## config.mk

```make
export PLATFORM = sky130hd
export DESIGN_NAME = fdiv_arbiter
export DESIGN_NICKNAME = d
export VERILOG_FILES = /design/src/rtl/fdiv_arbiter.sv
export SDC_FILE = /design/constraint.sdc
export NUM_CORES = 1
export LEC_CHECK = 0
export ABC_AREA = 1
export ABC_CLOCK_PERIOD_IN_PS = 19900
export CAP_MARGIN = 10
export CORE_ASPECT_RATIO = 1.75
export CORE_UTILIZATION = 47
export DETAILED_ROUTE_END_ITERATION = 8
export PLACE_DENSITY = 0.86
export SYNTH_ARGS = -nofsm -noshare
export SYNTH_HDL_FRONTEND = slang
export SYNTH_SLANG_ARGS = --single-unit
```

## constraint.sdc

```tcl
create_clock -name clk -period 19.9 [get_ports clk]
set_input_delay 5.97 -clock clk [delete_from_list [all_inputs] [get_ports clk]]
set_output_delay 5.97 -clock clk [all_outputs]
set_load 0.005 [all_outputs]
```

## src/rtl/fdiv_arbiter.sv

```systemverilog
// Round-robin sharing of one fixed-latency, non-stallable pipelined divider between
// NREQ requesters. Results are returned through a credit-protected response FIFO.
module fdiv_arbiter #(
    parameter int  NREQ    = 4,
    parameter int  LATENCY = 6,
    parameter int  DEPTH   = 8,
    localparam int IDW     = (NREQ > 1) ? $clog2(NREQ) : 1
) (
    input  logic                 clk,
    input  logic                 reset,
    input  logic [NREQ-1:0]      req_valid,
    output logic [NREQ-1:0]      req_ready,
    input  logic [32*NREQ-1:0]   req_op1,
    input  logic [32*NREQ-1:0]   req_op2,
    output logic [31:0]          div_op1,
    output logic [31:0]          div_op2,
    input  logic [31:0]          div_result,
    output logic                 resp_valid,
    input  logic                 resp_ready,
    output logic [IDW-1:0]       resp_id,
    output logic [31:0]          resp_data,
    output logic                 busy
);
    localparam int            PW      = (DEPTH > 1) ? $clog2(DEPTH) : 1;
    localparam int            CW      = $clog2(DEPTH + 1);
    localparam logic [CW:0]   CREDITS = (CW + 1)'(DEPTH);

    logic [IDW-1:0] rr_ptr_q, rr_ptr_d;
    logic [CW-1:0]  inflight_q, inflight_d;
    logic [CW-1:0]  fifo_cnt_q, fifo_cnt_d;
    logic [PW-1:0]  wr_ptr_q, wr_ptr_d;
    logic [PW-1:0]  rd_ptr_q, rd_ptr_d;
    logic [PW-1:0]  last_ptr;

    logic [LATENCY-1:0] tag_v_q;
    logic [IDW-1:0]     tag_id_q   [LATENCY];
    logic [IDW-1:0]     mem_id_q   [DEPTH];
    logic [31:0]        mem_data_q [DEPTH];

    logic           can_issue, grant_vld, push, pop;
    logic [IDW-1:0] grant_id, cand;

    function automatic logic [PW-1:0] ptr_inc(input logic [PW-1:0] p);
        return (p == PW'(DEPTH - 1)) ? '0 : p + PW'(1);
    endfunction

    // Credit uses registered counts only, so a pop frees its slot one cycle later.
    assign can_issue = ({1'b0, inflight_q} + {1'b0, fifo_cnt_q}) < CREDITS;

    always_comb begin
        grant_vld = 1'b0;
        grant_id  = '0;
        cand      = '0;
        for (int k = 1; k <= NREQ; k++) begin
            cand = IDW'((int'(rr_ptr_q) + k) % NREQ);
            if (!grant_vld && req_valid[cand]) begin
                grant_vld = 1'b1;
                grant_id  = cand;
            end
        end
        if (reset || !can_issue) begin
            grant_vld = 1'b0;
            grant_id  = '0;
        end
    end

    assign req_ready = grant_vld ? (NREQ'(1) << grant_id) : '0;
    assign div_op1   = grant_vld ? req_op1[32*int'(grant_id) +: 32] : '0;
    assign div_op2   = grant_vld ? req_op2[32*int'(grant_id) +: 32] : '0;

    assign push       = tag_v_q[LATENCY-1];
    assign resp_valid = (fifo_cnt_q != '0);
    assign pop        = resp_valid & resp_ready;
    assign busy       = (inflight_q != '0) || (fifo_cnt_q != '0);

    // When empty, the slot just behind the read pointer still holds the last head.
    assign last_ptr  = (rd_ptr_q == '0) ? PW'(DEPTH - 1) : rd_ptr_q - PW'(1);
    assign resp_id   = resp_valid ? mem_id_q[rd_ptr_q]   : mem_id_q[last_ptr];
    assign resp_data = resp_valid ? mem_data_q[rd_ptr_q] : mem_data_q[last_ptr];

    always_comb begin
        rr_ptr_d   = grant_vld ? grant_id : rr_ptr_q;
        inflight_d = inflight_q;
        if (grant_vld && !push) begin
            inflight_d = inflight_q + CW'(1);
        end else if (!grant_vld && push) begin
            inflight_d = inflight_q - CW'(1);
        end
        fifo_cnt_d = fifo_cnt_q;
        if (push && !pop) begin
            fifo_cnt_d = fifo_cnt_q + CW'(1);
        end else if (!push && pop) begin
            fifo_cnt_d = fifo_cnt_q - CW'(1);
        end
        wr_ptr_d = push ? ptr_inc(wr_ptr_q) : wr_ptr_q;
        rd_ptr_d = pop  ? ptr_inc(rd_ptr_q) : rd_ptr_q;
    end

    always_ff @(posedge clk or posedge reset) begin
        if (reset) begin
            rr_ptr_q   <= IDW'(NREQ - 1);
            inflight_q <= '0;
            fifo_cnt_q <= '0;
            wr_ptr_q   <= '0;
            rd_ptr_q   <= '0;
        end else begin
            if (push) begin
                assert (fifo_cnt_q != CW'(DEPTH));
            end
            rr_ptr_q   <= rr_ptr_d;
            inflight_q <= inflight_d;
            fifo_cnt_q <= fifo_cnt_d;
            wr_ptr_q   <= wr_ptr_d;
            rd_ptr_q   <= rd_ptr_d;
        end
    end

    always_ff @(posedge clk or posedge reset) begin
        if (reset) begin
            tag_v_q <= '0;
            for (int k = 0; k < LATENCY; k++) begin
                tag_id_q[k] <= '0;
            end
        end else begin
            tag_v_q     <= {tag_v_q[LATENCY-2:0], grant_vld};
            tag_id_q[0] <= grant_id;
            for (int k = 1; k < LATENCY; k++) begin
                tag_id_q[k] <= tag_id_q[k-1];
            end
        end
    end

    always_ff @(posedge clk or posedge reset) begin
        if (reset) begin
            for (int i = 0; i < DEPTH; i++) begin
                mem_id_q[i]   <= '0;
                mem_data_q[i] <= '0;
            end
        end else if (push) begin
            mem_id_q[wr_ptr_q]   <= tag_id_q[LATENCY-1];
            mem_data_q[wr_ptr_q] <= div_result;
        end
    end
endmodule

```

==> impl_metrics.tcl <==
set metrics [dict create \
    status "complete, no violations" \
    avgViaCountPerCell 6.18 \
    syn-cell-area_sq_mm 0.0188 \
    hold_viol 0 \
    ys.flop_type "dfrtp_1" \
    cts_made_buffers 27 \
    syn_inst 2662 \
    via_count 21000 \
    worst_pin_slew_ns 1.22 \
    timing.rr.end "fifo_cnt_q[3]$_DFFE_PP0P_" \
    crit_buf_inv 5 \
    ys_seq_area_frac 0.407 \
    worst_slew_margin_rel 0.187 \
    synth_top_area_frac 0.404 \
    wl_per_cell_microns 20.8 \
    grt_max_degree 196 \
    fin_crit_ns 16.61 \
    final_cell_mix "o21ai_0, nand2_1, clkdlybuf4s50_1" \
    finish.utilization 0.597 \
    drc 0 \
    required_ns 13.93 \
    power_frac_clock 0.422 \
    die_h_microns 267 \
    tns_ns 0 \
    cts_tree "built" \
    drt-initial-drc-count 2302 \
    grt_pass1_wl_microns 107000 \
    synthesis.nets 2974 \
    crit_path_end_kind "primary output" \
    fillers 3416 \
    slew_viol_final 0 \
    yosysWarnings 0 \
    row_count 96 \
    cts_buffer_depth 3 \
    power_mw 1.25 \
    ys_ff_latch 306 \
    antenna_found_initial 7 \
    die_x_microns 153 \
    swShare 0.225 \
    antenna_left 0 \
    p_leak_nw 10.7 \
    core_sq_mm 0.0394 \
    synth_top_cell_by_area "dfrtp_1" \
    insertion_delay_ns 0.56 \
    r2r_slack_ns 16.05 \
    synth_edf_count 0 \
    critPathTopFamily "buffers and inverters" \
    power.share.combinational 0.082 \
    async_reset_ff_frac 1.00 \
    path_cells "clkdlybuf4s50_1, inv_8, nand2_1, a21oi_1, nand2_2, buf_4, nor2_4, buf_4, nand3_1, nand2_1, nor2_1, nor2_1, clkdlybuf4s50_1" \
    synth.area.top_cells "dfrtp_1, o21ai_0, nand2_1, nand3_1, nor2_1" \
    p_int_mw 0.972 \
    cp.arrival_ns 10.64 \
    worst_path_max_delay_cell "nor2_4" \
    port_buffers 398 \
    cts_htree_levels 1 \
    syn2layout_area_growth_pct 24.9 \
    reg2reg_depth 13 \
    switchingPower_mw 0.283 \
    hold_class "reg -> reg" \
    drt-total-wl_microns 70600 \
    clk_pin_slew_ns 0.06 \
    drive_gt1_frac 0.0376 \
    nNetsFinal 3192 \
    hold_start "tag_id_q[6]$_DFF_PP0_" \
    hpwl_microns 45500 \
    final_common_cell "o21ai_0" \
    hold_slack_ns 0.343 \
    ir_drop_mv 0.0639 \
    path_class "in -> out" \
    r2r-start "fifo_cnt_q[0]$_DFFE_PP0P_" \
    rsz0062_at_grt "false" \
    grt_pass1_vias 20300 \
    root_buffer "clkbuf_16" \
    gp_congestion 0.989 \
    clock-sinks 306 \
    finalCritPeriodShare 0.835 \
    cp_slowest_stage_delay_ns 0.88 \
    cp-start-kind "input port" \
    io_pins 399 \
    postSynthAreaPerCell_sq_um 7.07 \
    overflow 0 \
    die_area_sq_mm 0.0409 \
    seqPwrFrac 0.496 \
    whs_path_depth 0 \
    cp_max_fo 113 \
    synth_cell_types 41 \
    setup_viol 0 \
    track_usage 0.337 \
    fin_worst_skew_ns 0.0174 \
    firstDrtPassIters 6 \
    fmax_mhz 60.2 \
    initial_core_util 0.478 \
    hold_buffers 0 \
    maxCapViolCount 0 \
    cts_setup_buffers 0 \
    cts_resized 0 \
    powerDensity_mw_per_mm2 53.4 \
    whs_endpoint "tag_id_q[4]$_DFF_PP0_" \
]
==> how the worst max path moves through the flow <==
stage,startpoint,endpoint,cells after the start
2_1_floorplan,reset,div_op2[10],11
3_3_place_gp,reset,div_op1[24],13
3_5_place_dp,reset,div_op1[24],13
5_1_grt,reset,div_op1[24],13
4_1_cts,reset,div_op1[1],13
6_report,reset,div_op1[1],13
==> routing by layer <==
| metal | global-route usage | vias up | wire (microns) |
|---|---|---|---|
| li1 | - | 9529 | - |
| met1 | 0.372 | 9642 | 23800 |
| met2 | 0.576 | 1490 | 33500 |
| met3 | 0.0636 | 319 | 7790 |
| met4 | 0.255 | 0 | 5480 |
| met5 | 0 | - | 0 |
==> cell usage after synthesis (29+ instances only) <==
cell type and count:
o21ai_0 559, nand2_1 551, dfrtp_1 304, nand3_1 292, nor2_1 238, a21oi_1 178, clkbuf_1 167, inv_1 119
o221ai_1 43, o211ai_1 35, buf_2 31, o311ai_0 29
==> cell type report <==
| cell class | count | area, sq um | area share |
|---|---|---|---|
| diodes | 7 | 17.5 | 0.000745 |
| multi-input cells | 1993 | 9670 | 0.411 |
| clock inverters | 10 | 110 | 0.00468 |
| well taps | 490 | 613 | 0.0261 |
| flip-flops and latches | 306 | 7670 | 0.326 |
| clock buffers | 35 | 756 | 0.0321 |
| repair buffers | 423 | 4180 | 0.178 |
| inverters | 129 | 494 | 0.0210 |
==> power groups by stage <==
| stage | Combinational [mW] | Sequential, mW | Clock (mW) |
|---|---|---|---|
| finish | 0.103 | 0.622 | 0.529 |
| global route | 0.110 | 0.621 | 0.557 |
| CTS | 0.103 | 0.622 | 0.533 |
| detailed placement | 0.103 | 0.634 | 0 |
| global placement | 0.102 | 0.634 | 0 |
| floorplan | 0.0247 | 0.634 | 0 |
==> worst reg2reg max path, stage by stage, from the launching register on <==
cell     delay, ns
dfrtp_1       0.48
nor4_4        0.30
buf_4         0.56
inv_2         0.63
nand2_1       0.46
ha_1          0.27
inv_1         0.10
ha_1          0.29
a21o_1        0.19
a21oi_1       0.16
nand2_1       0.07
nand2_1       0.06
nor2_1        0.05
xor2_1        0.14
==> flip-flops by register name, summed over array words and instances, names as in the netlist <==
name        cells
mem_data_q    256
mem_id_q       16
tag_id_q       12
tag_v_q         6
fifo_cnt_q      4
inflight_q      4
rd_ptr_q        3
wr_ptr_q        3
rr_ptr_q        2
==> stage by stage <==
stage	setup slack (ns)	area [sq um]	cells
final	3.29	23500	3393
after detailed placement	3.37	22600	3341
after global placement	3.42	22600	3341
after CTS	3.34	23500	3386
after floorplan	0.213	18800	2662
after global routing	2.95	23500	3393
==> cell families (layout without fill, tap and decap cells) <==
kind of cell             after synthesis  count (layout)  synth area share
AO/OA/AOI/OAI                        868             868             0.253
XOR/XNOR                               6               6           0.00279
adder cells (fa/ha/maj)               17              17            0.0121
buffers and inverters                363             597            0.0825
flip-flops                           306             306             0.407
other                                  0               7                 0
AND/OR/NAND/NOR                     1102            1102             0.243
Power figures use the tool's default switching activity.
